===== config.mk =====
export PLATFORM = sky130hd
export DESIGN_NAME = fifo_umbral
export DESIGN_NICKNAME = d
export VERILOG_FILES = /design/src/rtl/fifo_umbral.sv
export SDC_FILE = /design/constraint.sdc
export NUM_CORES = 1
export LEC_CHECK = 0
export BUFFER_PORTS_ARGS = -buffer_cell sky130_fd_sc_hd__buf_2
export CAP_MARGIN = 20
export CORE_MARGIN = 8
export CORE_UTILIZATION = 35
export DETAILED_ROUTE_END_ITERATION = 7
export MAX_ROUTING_LAYER = met4
export SYNTH_ARGS = -nofsm -noshare
export SYNTH_HDL_FRONTEND = slang
export SYNTH_SLANG_ARGS = --single-unit

===== constraint.sdc =====
create_clock -name clk -period 2.6 [get_ports clk]
set_clock_uncertainty 0.15 [all_clocks]
set_input_delay 0.52 -clock clk [delete_from_list [all_inputs] [get_ports clk]]
set_output_delay 0.52 -clock clk [all_outputs]
set_load 0.005 [all_outputs]

===== src/rtl/fifo_umbral.sv =====
// Synchronous occupancy-reporting FIFO with programmable almost-full/almost-empty thresholds.
// Optional threshold legality check: define FIFO_UMBRAL_THR_CHECK_EN.
module fifo_umbral #(
    parameter int DATA_WIDTH = 6,
    parameter int ADDR_WIDTH = 2
) (
    input  logic                  clk,
    input  logic                  reset,
    input  logic                  init,
    input  logic [ADDR_WIDTH:0]   af_thr,
    input  logic [ADDR_WIDTH:0]   ae_thr,
    input  logic                  wr_en,
    input  logic [DATA_WIDTH-1:0] data_in,
    input  logic                  rd_en,
    output logic [DATA_WIDTH-1:0] data_out,
    output logic                  valid_out,
    output logic [ADDR_WIDTH:0]   count,
    output logic                  full,
    output logic                  empty,
    output logic                  almost_full,
    output logic                  almost_empty,
    output logic                  error
);

    localparam int DEPTH = 1 << ADDR_WIDTH;

    localparam logic [ADDR_WIDTH:0]   DEPTH_C = {1'b1, {ADDR_WIDTH{1'b0}}};
    localparam logic [ADDR_WIDTH:0]   CNT_ONE = {{ADDR_WIDTH{1'b0}}, 1'b1};
    localparam logic [ADDR_WIDTH-1:0] PTR_ONE = CNT_ONE[ADDR_WIDTH-1:0];
    localparam logic [ADDR_WIDTH:0]   AF_DEF  = {1'b0, {ADDR_WIDTH{1'b1}}};
    localparam logic [ADDR_WIDTH:0]   AE_DEF  = CNT_ONE;

    logic [DATA_WIDTH-1:0] mem [DEPTH];

    logic [ADDR_WIDTH-1:0] wp_reg, wp_next;
    logic [ADDR_WIDTH-1:0] rp_reg, rp_next;
    logic [ADDR_WIDTH:0]   count_reg, count_next;
    logic [ADDR_WIDTH:0]   af_reg, af_next;
    logic [ADDR_WIDTH:0]   ae_reg, ae_next;
    logic [DATA_WIDTH-1:0] data_out_reg, data_out_next;
    logic                  valid_reg, valid_next;
    logic                  error_reg, error_next;

    logic rd_acc;
    logic wr_acc;
    logic mem_we;
    logic overflow;
    logic underflow;

    // Status flags are pure compares of the registered count.
    assign full         = (count_reg == DEPTH_C);
    assign empty        = (count_reg == '0);
    assign almost_full  = (count_reg >= af_reg);
    assign almost_empty = (count_reg <= ae_reg);

    assign count     = count_reg;
    assign data_out  = data_out_reg;
    assign valid_out = valid_reg;
    assign error     = error_reg;

    // A pop frees a slot in the same cycle, so a push at full passes through.
    assign rd_acc    = rd_en && !empty;
    assign wr_acc    = wr_en && (!full || rd_acc);
    assign overflow  = wr_en && full && !rd_en;
    assign underflow = rd_en && empty;
    assign mem_we    = wr_acc && !init && !reset;

`ifdef FIFO_UMBRAL_THR_CHECK_EN
    logic thr_bad;
    assign thr_bad = (af_thr == '0) || (af_thr > DEPTH_C) ||
                     (ae_thr >= af_thr) || (ae_thr > DEPTH_C);
`endif

    always_comb begin
        wp_next       = wp_reg;
        rp_next       = rp_reg;
        count_next    = count_reg;
        af_next       = af_reg;
        ae_next       = ae_reg;
        data_out_next = data_out_reg;
        valid_next    = 1'b0;
        error_next    = error_reg;

        if (init) begin
            wp_next    = '0;
            rp_next    = '0;
            count_next = '0;
            af_next    = af_thr;
            ae_next    = ae_thr;
            error_next = 1'b0;
`ifdef FIFO_UMBRAL_THR_CHECK_EN
            if (thr_bad) begin
                af_next    = AF_DEF;
                ae_next    = AE_DEF;
                error_next = 1'b1;
            end
`endif
        end else begin
            if (rd_acc) begin
                data_out_next = mem[rp_reg];
                rp_next       = rp_reg + PTR_ONE;
                valid_next    = 1'b1;
            end
            if (wr_acc) begin
                wp_next = wp_reg + PTR_ONE;
            end
            case ({wr_acc, rd_acc})
                2'b10:   count_next = count_reg + CNT_ONE;
                2'b01:   count_next = count_reg - CNT_ONE;
                default: count_next = count_reg;
            endcase
            if (overflow || underflow) begin
                error_next = 1'b1;
            end
        end
    end

    always_ff @(posedge clk) begin
        if (reset) begin
            wp_reg       <= '0;
            rp_reg       <= '0;
            count_reg    <= '0;
            af_reg       <= AF_DEF;
            ae_reg       <= AE_DEF;
            data_out_reg <= '0;
            valid_reg    <= 1'b0;
            error_reg    <= 1'b0;
        end else begin
            wp_reg       <= wp_next;
            rp_reg       <= rp_next;
            count_reg    <= count_next;
            af_reg       <= af_next;
            ae_reg       <= ae_next;
            data_out_reg <= data_out_next;
            valid_reg    <= valid_next;
            error_reg    <= error_next;
        end
    end

    // Storage carries no reset; stale words are unreachable once the pointers clear.
    always_ff @(posedge clk) begin
        if (mem_we) begin
            mem[wp_reg] <= data_in;
        end
    end

endmodule


==> reports/qor.yml <==
detailed_routing:
  drc_errors: 0
  antenna_left: 0
  dr.pass1.iters: 4
  num_vias: 1338
  drt-initial-drc-count: 76
  wl_per_cell_um: 15.0
  vias_per_cell: 4.83
  wirelength_um: 4160
clock_network:
  clkTransAtPathRegs_ns: 0.09
  cts_htree_levels: 2
  clock_path_buffers: 2
  post_cts_buffers: 0
  cts.sinks: 45
  hold_buffers: 0
  root_buffer: "clkbuf_8"
  insertion_delay_ns: 0.30
  cts_tree: "yes"
  cts-buffers-inserted: 5
  cts_resized: 0
synthesis:
  postSynthNetCount: 198
  yosys-top-cells-area: "edfxtp_1, dfxtp_1, mux4_2"
  synth-main-ff-cell: "edfxtp_1"
  syn-cell-area_sq_um: 2160
  synth_top_area_cell: "edfxtp_1"
  yosys_warnings: 0
  synthCells: 170
  synthDistinctLibCells: 44
  synthDominantCellAreaShare_pct: 33.4
  synth_edf_count: 24
  avgSynthCellArea_sq_um: 12.7
  synth_common_cells: "edfxtp_1, dfxtp_1, inv_1"
  synthArstFlopShare_pct: 0
  synth.most_common_cell: "edfxtp_1"
  synth-seq-cells: 45
  synth_seq_area_share_pct: 52.9
die:
  pin_count: 32
  die_h_um: 94.5
  core-area_sq_um: 5960
  rows: 28
  die_area_sq_um: 8930
  start_util_pct: 36.2
  die_w_um: 94.5
global_route:
  grt_first_pass_wirelength_um: 6960
  grt_pass1_vias: 1406
  gr-total-overflow: 0
  globalRouteTotalUtil_pct: 10.3
  grt_max_degree: 21
  antenna_found_initial: 0
layout:
  antenna_cells: 0
  drive_gt1_share_pct: 29.7
  area_growth_pct: 14.3
  largest_reg_flops: 24
  num-nets-final: 229
  final_cells: 277
timing:
  finalHoldViolations: 0
  clock.fmax_mhz: 418
  slew_viol_final: 0
  worstMarginPinSlew_ns: 0.500
  max_slew_margin_pct: 66.6
  min_period_over_period_pct: 92.0
  rsz0062_at_grt: "false"
  report.final.setup_viol: 0
  period_minus_slack_ns: 2.39
  tns_ns: 0
  hold_ws_ns: 0.275
power_and_ir_drop:
  p_leak_uw: 0.000945
  vdd_drop_max_mv: 0.215
  power_switching_uw: 327
  swShare_pct: 22.8
  p_per_area_nw_per_um2: 583
  seqPwrFrac_pct: 53.5
  combinationalPowerShare_pct: 8.0
  internal_power_uw: 1110
  clkPwrFrac_pct: 38.4
run:
  cap_viol_max_count: 0
place:
  port_buffers: 31
  dp.cells: 269
  gp_congestion: 0.722
  dpl.hpwl_um: 2990
hold_path:
  holdPathStages: 1
  hold_class: "primary input to flop"
status:
  status: "complete, no violations"
critical_path:
  worstSetupPathType: "flop to primary output"
  end_kind: "primary output"
  required_ns: 1.93
  crit_arrival_ns: 1.72
  cp-start-kind: "flop"
  crit_path_max_fanout: 5
  reg2reg_depth: 6
## worst max-delay path, stage by stage, from the launching register on
cell and delay, ns:
dfxtp_1 0.38, inv_1 0.14, ha_1 0.31, nand2b_1 0.14, a21o_1 0.17, a21o_1 0.16
buf_2 0.12
## cells in the final DEF (no fill, tap or decap), types with 2 or more instances in the layout
cell type,n
nor3b_1,2
buf_2,31
or2_2,2
and2_1,5
buf_4,5
dfxtp_1,21
mux4_2,6
nor2_1,7
o21ai_0,10
clkbuf_8,5
edfxtp_1,24
o21a_1,2
a21oi_1,10
nand3_1,3
o211ai_1,2
mux2i_1,5
or2b_1,2
ha_1,10
nand3b_1,8
inv_1,12
nand2_1,4
a21o_1,2
or3_1,2
## metrics by stage
step / utilization, % / setup slack (ns) / area, sq um / total power (uW)
after CTS: 41.4 / 0.179 / 2470 / 1460
after global placement: 39.4 / 0.333 / 2350 / 900
final: 41.4 / 0.207 / 2470 / 1440
after floorplan: - / 0.381 / 2160 / 866
after global routing: 41.4 / 0.0766 / 2470 / 1500
after detailed placement: 39.4 / 0.277 / 2350 / 903
## logic make-up after synthesis
group	after synthesis	synth area share [%]
fa+ha+maj	11	6.73
xor+xnor	3	1.57
compound gates	33	10.4
buf+inv	24	6.55
simple gates	43	13.2
mux	11	8.58
flops	45	52.9
## final cells by class
type                    count  area (sq um)
fillers                   595          3490
repair buffers             36           193
well taps                  75          93.8
inverters                  12          45.0
clock buffers               5          68.8
clock inverters             3          50.0
multi-input cells         101           875
flip-flops and latches     45          1140
## power by group through the flow
stage	registers (uW)	logic (uW)	clock network (uW)
5_1_grt	772	131	602
3_3_place_gp	786	114	0
2_1_floorplan	784	82.0	0
3_5_place_dp	786	116	0
6_report	769	115	552
4_1_cts	770	117	573
## worst paths after layout
kind	startpoint	end	slack, ns
hold / removal	data_in[4]	mem[0][4]$_DFFE_PP_	0.28
setup / recovery	count[0]$_SDFFE_PP0P_	almost_full	0.21
hold reg to reg	error$_SDFFE_PP0P_	error$_SDFFE_PP0P_	0.32
setup reg to reg	count[1]$_SDFFE_PP0P_	count[2]$_SDFFE_PP0P_	0.43
## routing by layer
metal,track usage (%),wire length [um],vias to the layer above
li1,-,-,671
met1,12.4,1890,637
met2,16.0,1980,26
met3,2.86,238,4
met4,4.29,54,0
met5,-,0,-
Power figures use the tool's default switching activity.
